## config.mk

```make
export PLATFORM = sky130hd
export DESIGN_NAME = seven_segment_scanner
export DESIGN_NICKNAME = d
export VERILOG_FILES = /design/src/rtl/seven_segment_scanner.sv
export SDC_FILE = /design/constraint.sdc
export NUM_CORES = 1
export LEC_CHECK = 0
export BUFFER_PORTS_ARGS = -buffer_cell sky130_fd_sc_hd__buf_2
export CORE_ASPECT_RATIO = 1.2
export CORE_MARGIN = 8
export CORE_UTILIZATION = 35
export CTS_CLUSTER_DIAMETER = 200
export DETAILED_ROUTE_END_ITERATION = 16
export PLACE_DENSITY = 0.57
export RECOVER_POWER = 25
export SLEW_MARGIN = 20
export SYNTH_ARGS = -nofsm -noshare
export SYNTH_HDL_FRONTEND = slang
export SYNTH_SLANG_ARGS = --single-unit
```

## constraint.sdc

```tcl
create_clock -name clk -period 3.45 [get_ports clk]
set_clock_uncertainty 0.2 [all_clocks]
set_input_delay 0.69 -clock clk [delete_from_list [all_inputs] [get_ports clk]]
set_output_delay 0.69 -clock clk [all_outputs]
set_load 0.005 [all_outputs]
```

## src/rtl/seven_segment_scanner.sv

```systemverilog
// Time-multiplexed hex driver for an N-digit seven-segment bank: one shared decoder,
// per-digit decimal points, leading-zero blanking and tear-free frame-boundary updates.
module seven_segment_scanner #(
    parameter int NUM_DIGITS    = 4,
    parameter int SCAN_DIV      = 50000,
    parameter int ACTIVE_LOW    = 1,
    parameter int BLANK_LEADING = 1
) (
    input  logic                    clk,
    input  logic                    rst,
    input  logic                    load,
    input  logic [4*NUM_DIGITS-1:0] value_in,
    input  logic [NUM_DIGITS-1:0]   dp_in,
    output logic [6:0]              seg,
    output logic                    dp,
    output logic [NUM_DIGITS-1:0]   an,
    output logic                    frame_done
);

    localparam int PRE_W = $clog2(SCAN_DIV);
    localparam int IDX_W = (NUM_DIGITS > 1) ? $clog2(NUM_DIGITS) : 1;
    localparam logic [PRE_W-1:0]      PRE_LAST = PRE_W'(SCAN_DIV - 1);
    localparam logic [IDX_W-1:0]      IDX_LAST = IDX_W'(NUM_DIGITS - 1);
    localparam logic [6:0]            SEG_OFF  = (ACTIVE_LOW != 0) ? 7'h7F : 7'h00;
    localparam logic                  DP_OFF   = (ACTIVE_LOW != 0);
    localparam logic [NUM_DIGITS-1:0] AN_OFF   = (ACTIVE_LOW != 0) ? '1 : '0;

    logic [PRE_W-1:0]        presc;
    logic [IDX_W-1:0]        idx;
    logic                    boundary;
    logic [4*NUM_DIGITS-1:0] shadow, disp, upper;
    logic [NUM_DIGITS-1:0]   shadow_dp, disp_dp, an_hot, an_next;
    logic                    pending, blank, dp_lit, dp_next;
    logic [3:0]              nib;
    logic [6:0]              seg_low, seg_next;

    // Active-low {g,f,e,d,c,b,a} pattern for one hex nibble.
    function automatic logic [6:0] decode(input logic [3:0] n);
        case (n)
            4'h0: decode = 7'h40;
            4'h1: decode = 7'h79;
            4'h2: decode = 7'h24;
            4'h3: decode = 7'h30;
            4'h4: decode = 7'h19;
            4'h5: decode = 7'h12;
            4'h6: decode = 7'h02;
            4'h7: decode = 7'h78;
            4'h8: decode = 7'h00;
            4'h9: decode = 7'h10;
            4'hA: decode = 7'h08;
            4'hB: decode = 7'h03;
            4'hC: decode = 7'h46;
            4'hD: decode = 7'h21;
            4'hE: decode = 7'h06;
            default: decode = 7'h0E;
        endcase
    endfunction

    assign boundary = (presc == PRE_LAST) && (idx == IDX_LAST);

    always_ff @(posedge clk or posedge rst) begin
        if (rst) begin
            presc <= '0;
            idx   <= '0;
        end else if (presc == PRE_LAST) begin
            presc <= '0;
            idx   <= (idx == IDX_LAST) ? '0 : idx + 1'b1;
        end else begin
            presc <= presc + 1'b1;
        end
    end

    // The display register is written only on the last cycle of a frame, so a
    // frame is always drawn from one consistent value.
    always_ff @(posedge clk or posedge rst) begin
        if (rst) begin
            shadow    <= '0;
            shadow_dp <= '0;
            disp      <= '0;
            disp_dp   <= '0;
            pending   <= 1'b0;
        end else if (boundary) begin
            if (load) begin
                disp    <= value_in;
                disp_dp <= dp_in;
            end else if (pending) begin
                disp    <= shadow;
                disp_dp <= shadow_dp;
            end
            pending <= 1'b0;
        end else if (load) begin
            shadow    <= value_in;
            shadow_dp <= dp_in;
            pending   <= 1'b1;
        end
    end

    always_comb begin
        an_hot   = NUM_DIGITS'(1) << idx;
        upper    = disp >> {idx, 2'b00};
        nib      = upper[3:0];
        blank    = (BLANK_LEADING != 0) && (idx != '0) && (upper == '0);
        seg_low  = blank ? 7'h7F : decode(nib);
        dp_lit   = |(disp_dp & an_hot);
        seg_next = (ACTIVE_LOW != 0) ? seg_low : ~seg_low;
        dp_next  = (ACTIVE_LOW != 0) ? ~dp_lit : dp_lit;
        an_next  = (ACTIVE_LOW != 0) ? ~an_hot : an_hot;
    end

    // NOTE: pins are registered so they never glitch; reset parks them at the off level.
    always_ff @(posedge clk or posedge rst) begin
        if (rst) begin
            seg        <= SEG_OFF;
            dp         <= DP_OFF;
            an         <= AN_OFF;
            frame_done <= 1'b0;
        end else begin
            seg        <= seg_next;
            dp         <= dp_next;
            an         <= an_next;
            frame_done <= boundary;
        end
    end

endmodule

```

Yosys cells after proc, flatten, opt, wreduce, memory -nomap -nowiden
Memories as Yosys holds them, arrays and structs flattened.
Cells that the tools add are included.
{ "word_totals": {"mem_count": 1, "reg_bits": 72, "output_inout_bits": 13, "romBits": 112} }
{ "memory_table": {"columns": ["name", "depth", "word_bits", "rd", "rd_clocked_by_memory_dff", "wr", "line", "text"], "rows": [
  ["(name not given)", 16, 7, 1, 0, 0, "39", "case (n)"]
]} }
{ "op_classes": {"n_shift": 2, "bitwise": 4, "muxes": 9, "eq_ne": 2, "addsub": 2, "reduce_logical": 9} }
{ "ops": {"columns": ["operator", "n"], "rows": [
  ["16-bit two-way mux", 3],
  ["16-bit by 1-bit adder with 16-bit output (second input constant)", 1],
  ["16-bit equality test (second input constant)", 1],
  ["16-bit zero test", 1],
  ["16-bit by 4-bit >> shifter with 16-bit output", 1],
  ["4-bit two-way mux", 2],
  ["7-bit two-way mux", 1],
  ["2-bit nonzero test", 3],
  ["4-bit bitwise AND", 1],
  ["4-bit NOT", 1],
  ["2-bit AND reduction", 2],
  ["4-bit OR reduction", 1],
  ["1-bit by 2-bit left shift with 4-bit output (first input constant)", 1],
  ["2-bit by 1-bit adder with 2-bit output (second input constant)", 1],
  ["2-bit equality test (second input constant)", 1],
  ["1-bit logical AND", 2],
  ["1-bit two-way mux", 2],
  ["2-bit two-way mux", 1],
  ["1-bit NOT", 2]
]} }

Depth between registers and ports, before layout
Gate-level depths: netlist of the first run.
{ "depth": {"ltp_word": 4, "depth_mapped": 8} }

Worst setup path before layout of the first run
OpenSTA, ideal clock, no wires.
{ "synth_timing": {"kind": "register to register", "startpoint": "register idx[1]", "endpoint": "register seg[2]", "arrival_ns": 2.479, "path_stages_with_launch": 8, "path_slack_ns": 0.690, "n_path_buf": 1, "cell_sequence": "dfrtp_1 > buf_1 > mux4_2 > inv_1 > ha_1 > or4b_2 > a211o_1 > o211ai_1"} }
{ "synth_via": {"elab_chain_len": 4, "elab_cells_between_ends": 6} }
{ "synth_rtl": {"columns": ["element", "line", "text"], "rows": [
  ["start: declaration", "29", "logic [IDX_W-1:0] idx;"],
  ["start signal: assignment", "67", "idx <= (idx == IDX_LAST) ? '0 : idx + 1'b1;"],
  ["parallel branches: the longest is 3 deep, another holds memory read 16 x 7 bit", null, null],
  ["7-bit two-way mux (*)", "103", "seg_low = blank ? 7'h7F : decode(nib);"],
  ["net seg_low[2]", "35", "logic [6:0] seg_low, seg_next;"],
  ["end signal: assignment", "118", "seg <= seg_next;"],
  ["end: declaration", "14", "output logic [6:0] seg,"]
]} }
Mark *: on every way through the listed nets, which the timed path passes.
A chain may end at the register's enable or synchronous reset.

Final worst setup path of the first run
{ "layout_timing": {"startpoint": "register idx[0]", "endpoint": "register seg[6]"} }
The elaborated chain is that of the path after synthesis.

==> results of run 1 <==
[cell usage after synthesis (all sizes together) (6+ instances only)]
library cell  number  area share
nor2              13       0.013
buf                6       0.011
nand3              9       0.012
dfstp             12       0.087
ha                11       0.038
inv               11       0.011
o21ai              7      0.0096
mux2              65        0.22
mux2i              7       0.019
dfrtp             60        0.41
nand2             15       0.015
and3               6       0.010
[sequential cells by signal (all words and copies together) (netlist names), 2 cells and up]
register,cells
idx,2
presc,16
disp_dp,4
shadow_dp,4
disp,16
an,4
seg,7
shadow,16
[power by group through the flow]
| stage | logic, W | registers, W | clock network, W |
|---|---|---|---|
| after global placement | 0.000154 | 0.000922 | 0 |
| final | 0.000152 | 0.000909 | 0.000915 |
| after CTS | 0.000157 | 0.000909 | 0.000947 |
| after detailed placement | 0.000156 | 0.000924 | 0 |
| after global routing | 0.000169 | 0.000914 | 0.000973 |
| after floorplan | 0.000110 | 0.000918 | 0 |
[worst max-delay path, stage by stage, from the launching register on]
cell      delay, ns
dfrtp_1        0.56
mux4_2         0.63
inv_1          0.16
ha_1           0.25
or4b_2         0.60
a211o_1        0.39
o211ai_1       0.13
[area by class of cell]
type,count,area (sq um),area share
repair buffers,38,195.2,0.04596
clock buffers,10,239.0,0.05628
clock inverters,6,58.81,0.01385
multi-input cells,187,1734,0.4084
flip-flops and latches,72,1817,0.4278
well taps,129,161.4,0.03801
inverters,11,41.29,0.009723
[metal layers]
metal  GRT usage  vias to the layer above
met5           0                        -
met2      0.1680                       30
li1            -                     1089
met4     0.04600                        2
met3     0.04074                       10
met1      0.1294                     1128
[logic make-up (layout without fill, tap and decap cells)]
logic type      count (synthesis)  in the layout
xor+xnor                        9              9
compound gates                 22             22
fa+ha+maj                      11             11
simple gates                   69             69
mux                            76             76
flops                          72             72
buf+inv                        21             65
[worst max path at each step]
stage | startpoint | end | slack [ns] | cells past startpoint
floorplan | idx[1] | seg[2] | 0.69 | 7
global placement | idx[0] | seg[0] | 0.52 | 6
detailed placement | idx[0] | seg[6] | 0.46 | 6
CTS | idx[0] | seg[6] | 0.43 | 6
global route | idx[0] | seg[6] | 0.31 | 6
finish | idx[0] | seg[6] | 0.45 | 6
[stage by stage]
stage | total power (W) | std cells | cell area [sq um] | utilization
after floorplan | 0.001028 | 280 | 3645 | -
after global placement | 0.001075 | 437 | 3951 | 0.3832
after detailed placement | 0.001079 | 437 | 3951 | 0.3832
after CTS | 0.002013 | 453 | 4249 | 0.4121
after global routing | 0.002056 | 453 | 4247 | 0.4118
final | 0.001976 | 453 | 4247 | 0.4118
==> metrics, run 1 <==
CP Max Fanout 8; Synth Cell Area 0.003645 sq mm; worst r2r path cells 6; crit path DAT 3.04 ns; xor-xnor portion of the synthesized cell area 0.02163; number of top-level pins 36; setup ws final 0.4543 ns; VDD IR-drop max 0.0002530 V; remaining antenna violation count 0; area of the die 0.01395 sq mm; Fill cells 985; Top Layer Used met5; top_reg_cell synth dfrtp_1; H-Tree Depth 3; Worst Hold Launch disp_dp[2]; Layout area overhead 16.51%; hold path cells 1; final RePlAce weighted congestion 0.7745; Compound-Gate Fraction of Synth Area 0.03948; max-slew violation count 73; grt total ovfl 0; Setup Crit Path Kind reg2reg; Sw Pwr 0.0004280 W; post-cts resize count 0; minimum clock period 2.996 ns; DRT iter0 DRCs 39; syn_nets 314; total CTS buffers 9; Post-synth EDFFs 0; number of port buffers 35; Core Box Area 0.01031 sq mm; die width 109.2 um; first-pass detailed-route iteration total 4; status complete, but fails checks; main combinational cell family by area after synthesis multiplexers; Synth async-reset ratio 1.000; # Post-CTS Setup Buffers 0; hold_buf cts 0; DR vias/cell 4.987; Sw Share 0.2166; failing checks max-capacitance violations, max-slew violations; commonest cells after routing, fill and taps aside 60 x dfrtp_1, 45 x mux2_2, 35 x buf_2; Leakage 1.963 nW; largest net degree at the start of global routing 73; RR Startpoint idx[0]; register bit total from synthesis 72; GRT Util Overall 0.1079; Syn Area/Cell 13.02 sq um; number of global-route vias before repair 2394; Pint 0.001548 W; diodes inserted 0; fmax 333.8 MHz; Root Buffer clkbuf_16; layout cells sized above 1 0.4475; CTS sink count 72; clock power share 0.463; fin nets 353; worst hold path type reg2reg; row count 41; commonest non-fill, non-tap cell in the layout dfrtp_1; RSZ-0062 raised after global routing false; fraction of synthesized area in multiplexers 0.2654; PD cells 465.3 mW/mm^2; WL/cell 15.68 um; detailed-route DRC error count 0; Cell variety after synth 42; Post-Synth Adder-Cell Area 0.03776; max-cap viol count 1; global-route wire length before repair 11.77 mm; final hold slack 0.2610 ns; Post-Syn Instances 280; Post-Route WL 7.105 mm; WL met2 3.443 mm; relative slew slack -0.1661; WL met3 360 um; post-place setup slack 0.4627 ns; crit start category flop; combinational share of power 0.077; endpoint with the worst hold slack dp; CTS tree built; Simple-Gate Fraction of Synth Area 0.1105; CP required 3.49 ns; reg2reg setup slack 0.45 ns; Final period util 0.8683; Worst-Margin Slew 1.749 ns; Die H 127.8 um; Final Hold Vio Count 0; CTS clk-pin slew, worst paths 0.06 ns; Skew-Pair Late Insertion Delay 0.33 ns; Crit. End Element flop; Initial Util 0.3535; Total Negative Setup Slacks 0 ns; Critical R2R Capture seg[6]; initial antenna violation count 1; register area share after synthesis 0.4985; register share of total power 0.460; M1 WL 3.164 mm; CTS Buffer Depth 2; Synth warnings 0; Vias 2259; post-DP HPWL 5.096 mm; endpoints failing setup 0
No activity file was read; power rests on OpenSTA's default activity.
==> run 2: changes to the inputs <==
ABC_AREA = 1   (was unset)
==> run 2 against run 1 <==
The run now ends clean. Critical path depth increased by 3. Combinational power decreased by 40%. First-iteration DRC count increased to 4.5 times the previous value. Wire length increased by 17%. Critical path type unchanged. Non-clock buffer count increased by 1. Largest cell class unchanged. Global-route usage increased by 1.3 points. Cell count increased by 49%. Utilization decreased by 0.50 points. Sequential cell count unchanged. Critical endpoint is now seg[1].
==> metrics, run 2 <==
status finished clean; Final Hold Vio Count 0; top post-synthesis cells by count 179 x nand2_1, 60 x dfrtp_1, 57 x nand3_1; total CTS buffers 9; syn_nets 544; global-route track usage on met3 0.03850; number of port buffers 35; post-DP HPWL 6.030 mm; CP Max Fanout 13; max-cap viol count 0; Synth async-reset ratio 1.000; Sw Pwr 0.0004012 W; register area share after synthesis 0.4617; endpoints failing setup 0; count leader, synth nand2_1; final hold slack 0.2459 ns; CP required 3.51 ns; VDD IR-drop max 0.0002332 V; Compound-Gate Fraction of Synth Area 0.03720; met2 Use GR 0.1879; Initial Util 0.3583; hold_buf cts 0; crit start category flop; Skew-Pair Late Insertion Delay 0.33 ns; initial antenna violation count 0; DRT iter0 DRCs 176; PD cells 418.8 mW/mm^2; Simple-Gate Fraction of Synth Area 0.3587; fin nets 573; xor-xnor portion of the synthesized cell area 0.01781; row count 42; CTS clk-pin slew, worst paths 0.05 ns; # Post-CTS Setup Buffers 0; Crit. End Element flop; final RePlAce weighted congestion 0.8689; Fill cells 1170; register bit total from synthesis 72; layout cells sized above 1 0.1455; Post-Layout Cell Count 675; Post-Synth Adder-Cell Area 0.03498; Pint 0.001470 W; worst hold path type reg2reg; GR peak layer met2; detailed-route DRC error count 0; crit path DAT 2.39 ns; Die H 132.2 um; grt total ovfl 0; Post-Route WL 8.313 mm; area of the die 0.01491 sq mm; commonest cells after routing, fill and taps aside 180 x nand2_1, 60 x dfrtp_1, 57 x nand3_1; die width 112.8 um; Vias 3202; Sw Share 0.2144; placed cells 660; Core Box Area 0.01098 sq mm; Post-synth EDFFs 0; grt met1 use 0.1506; combinational share of power 0.049; minimum clock period 2.327 ns; post-cts resize count 0; CTS Buffer Depth 2; cell type with the highest aggregate area in the netlist dfrtp_1; H-Tree Depth 3; DR vias/cell 4.744; Util after Layout 0.4068; Leakage 2.477 nW; Syn Area/Cell 7.716 sq um; top cells by area, synth dfrtp_1 38%, nand2_1 17%, dfstp_2 8.0%; clock power share 0.482; CTS sink count 72; Cell variety after synth 29; global-route wire length before repair 14.63 mm; RSZ-0062 raised after global routing false; CTS tree built; register share of total power 0.469; Post-Syn Instances 510; top_reg_cell synth dfrtp_1; diodes inserted 0; Layout area overhead 13.55%; Synth warnings 0; commonest non-fill, non-tap cell in the layout nand2_1; GRT Util Overall 0.1211; first-pass detailed-route iteration total 4; max-slew violation count 0; number of top-level pins 36; post-synth top area share 0.3816; Total Negative Setup Slacks 0 ns; Setup Crit Path Kind reg2reg; WL/cell 12.32 um; Final period util 0.6745; remaining antenna violation count 0; largest net degree at the start of global routing 39; fmax 429.7 MHz; Worst-Margin Slew 1.431 ns; Synth Cell Area 0.003935 sq mm; number of global-route vias before repair 3135; fraction of synthesized area in multiplexers 0; main combinational cell family by area after synthesis simple AND/OR/NAND/NOR gates; relative slew slack 0.04508; Root Buffer clkbuf_16; Top Registers disp: 16 flops, presc: 16 flops, shadow: 16 flops
[run 2: cell count changes in the layout (fill, tap and decap cells not counted), moves of 5 or more]
cell / delta
inv_1: +45
and3_1: -5
nand2_1: +165
nand4_1: +24
mux2_2: -45
nor2_1: +18
xnor2_1: -5
o21ai_0: +18
nand3_1: +48
mux2_4: -20
nor4_1: -5
mux2i_1: -7
[run 2: power by group through the flow]
stage               sequential, W  clock [W]  combinational, W
floorplan                0.000889          0         0.0000639
global placement         0.000890          0         0.0000923
detailed placement       0.000891          0         0.0000943
CTS                      0.000876   0.000946         0.0000943
global route             0.000879   0.000976          0.000109
finish                   0.000877   0.000903         0.0000914
[run 2: path summary, 6_finish.rpt]
kind / from / end / slack, ns / depth (start not counted)
min in group asynchronous: rst / shadow_dp[1] / 0.58 / 2
max in group asynchronous: rst / an[3] / 1.55 / 3
setup reg to reg: idx[0] / seg[1] / 1.12 / 9
hold / removal: disp_dp[1] / dp / 0.25 / 1
hold reg to reg: disp_dp[1] / dp / 0.25 / 1
setup / recovery: idx[0] / seg[1] / 1.12 / 9
[run 2: worst max-delay path, stage by stage, from the launching register on]
cell and delay (ns):
dfrtp_1 0.59, inv_1 0.30, nand2_1 0.16, nand3_1 0.09, nand2_1 0.19, ha_1 0.21
nand4_1 0.10, nor2_1 0.11, nand2_1 0.18, nand3_1 0.13
[run 2: cell families after synthesis]
| group | count (synthesis) |
|---|---|
| AND/OR/NAND/NOR | 312 |
| flip-flops | 72 |
| XOR/XNOR | 8 |
| buffers and inverters | 79 |
| AO/OA/AOI/OAI | 28 |
| adder cells (fa/ha/maj) | 11 |
[run 2: layer usage]
| layer | vias up | routed length [um] | share of wire |
|---|---|---|---|
| li1 | 1674 | - | - |
| met3 | 9 | 302 | 0.036 |
| met1 | 1469 | 3960 | 0.48 |
| met2 | 50 | 3897 | 0.47 |
| met4 | 0 | 152 | 0.018 |
| met5 | - | 0 | 0 |
[run 2: layout make-up]
class,count,area (sq um),share of cell area
Sequential cell,72,1817,0.4066
Multi-Input combinational cell,359,1763,0.3946
Clock buffer,11,242.7,0.05433
Timing Repair Buffer,39,217.7,0.04873
Inverter,58,217.7,0.04873
Tap cell,132,165.2,0.03696
Clock inverter,4,45.04,0.01008
[run 2: stage by stage]
step	power, W	setup slack, ns	instance area, sq um
after CTS	0.001917	1.152	4471
after global placement	0.0009824	1.202	4183
after detailed placement	0.0009851	1.155	4183
after global routing	0.001963	0.8428	4468
after floorplan	0.0009527	0.7549	3935
final	0.001871	1.123	4468
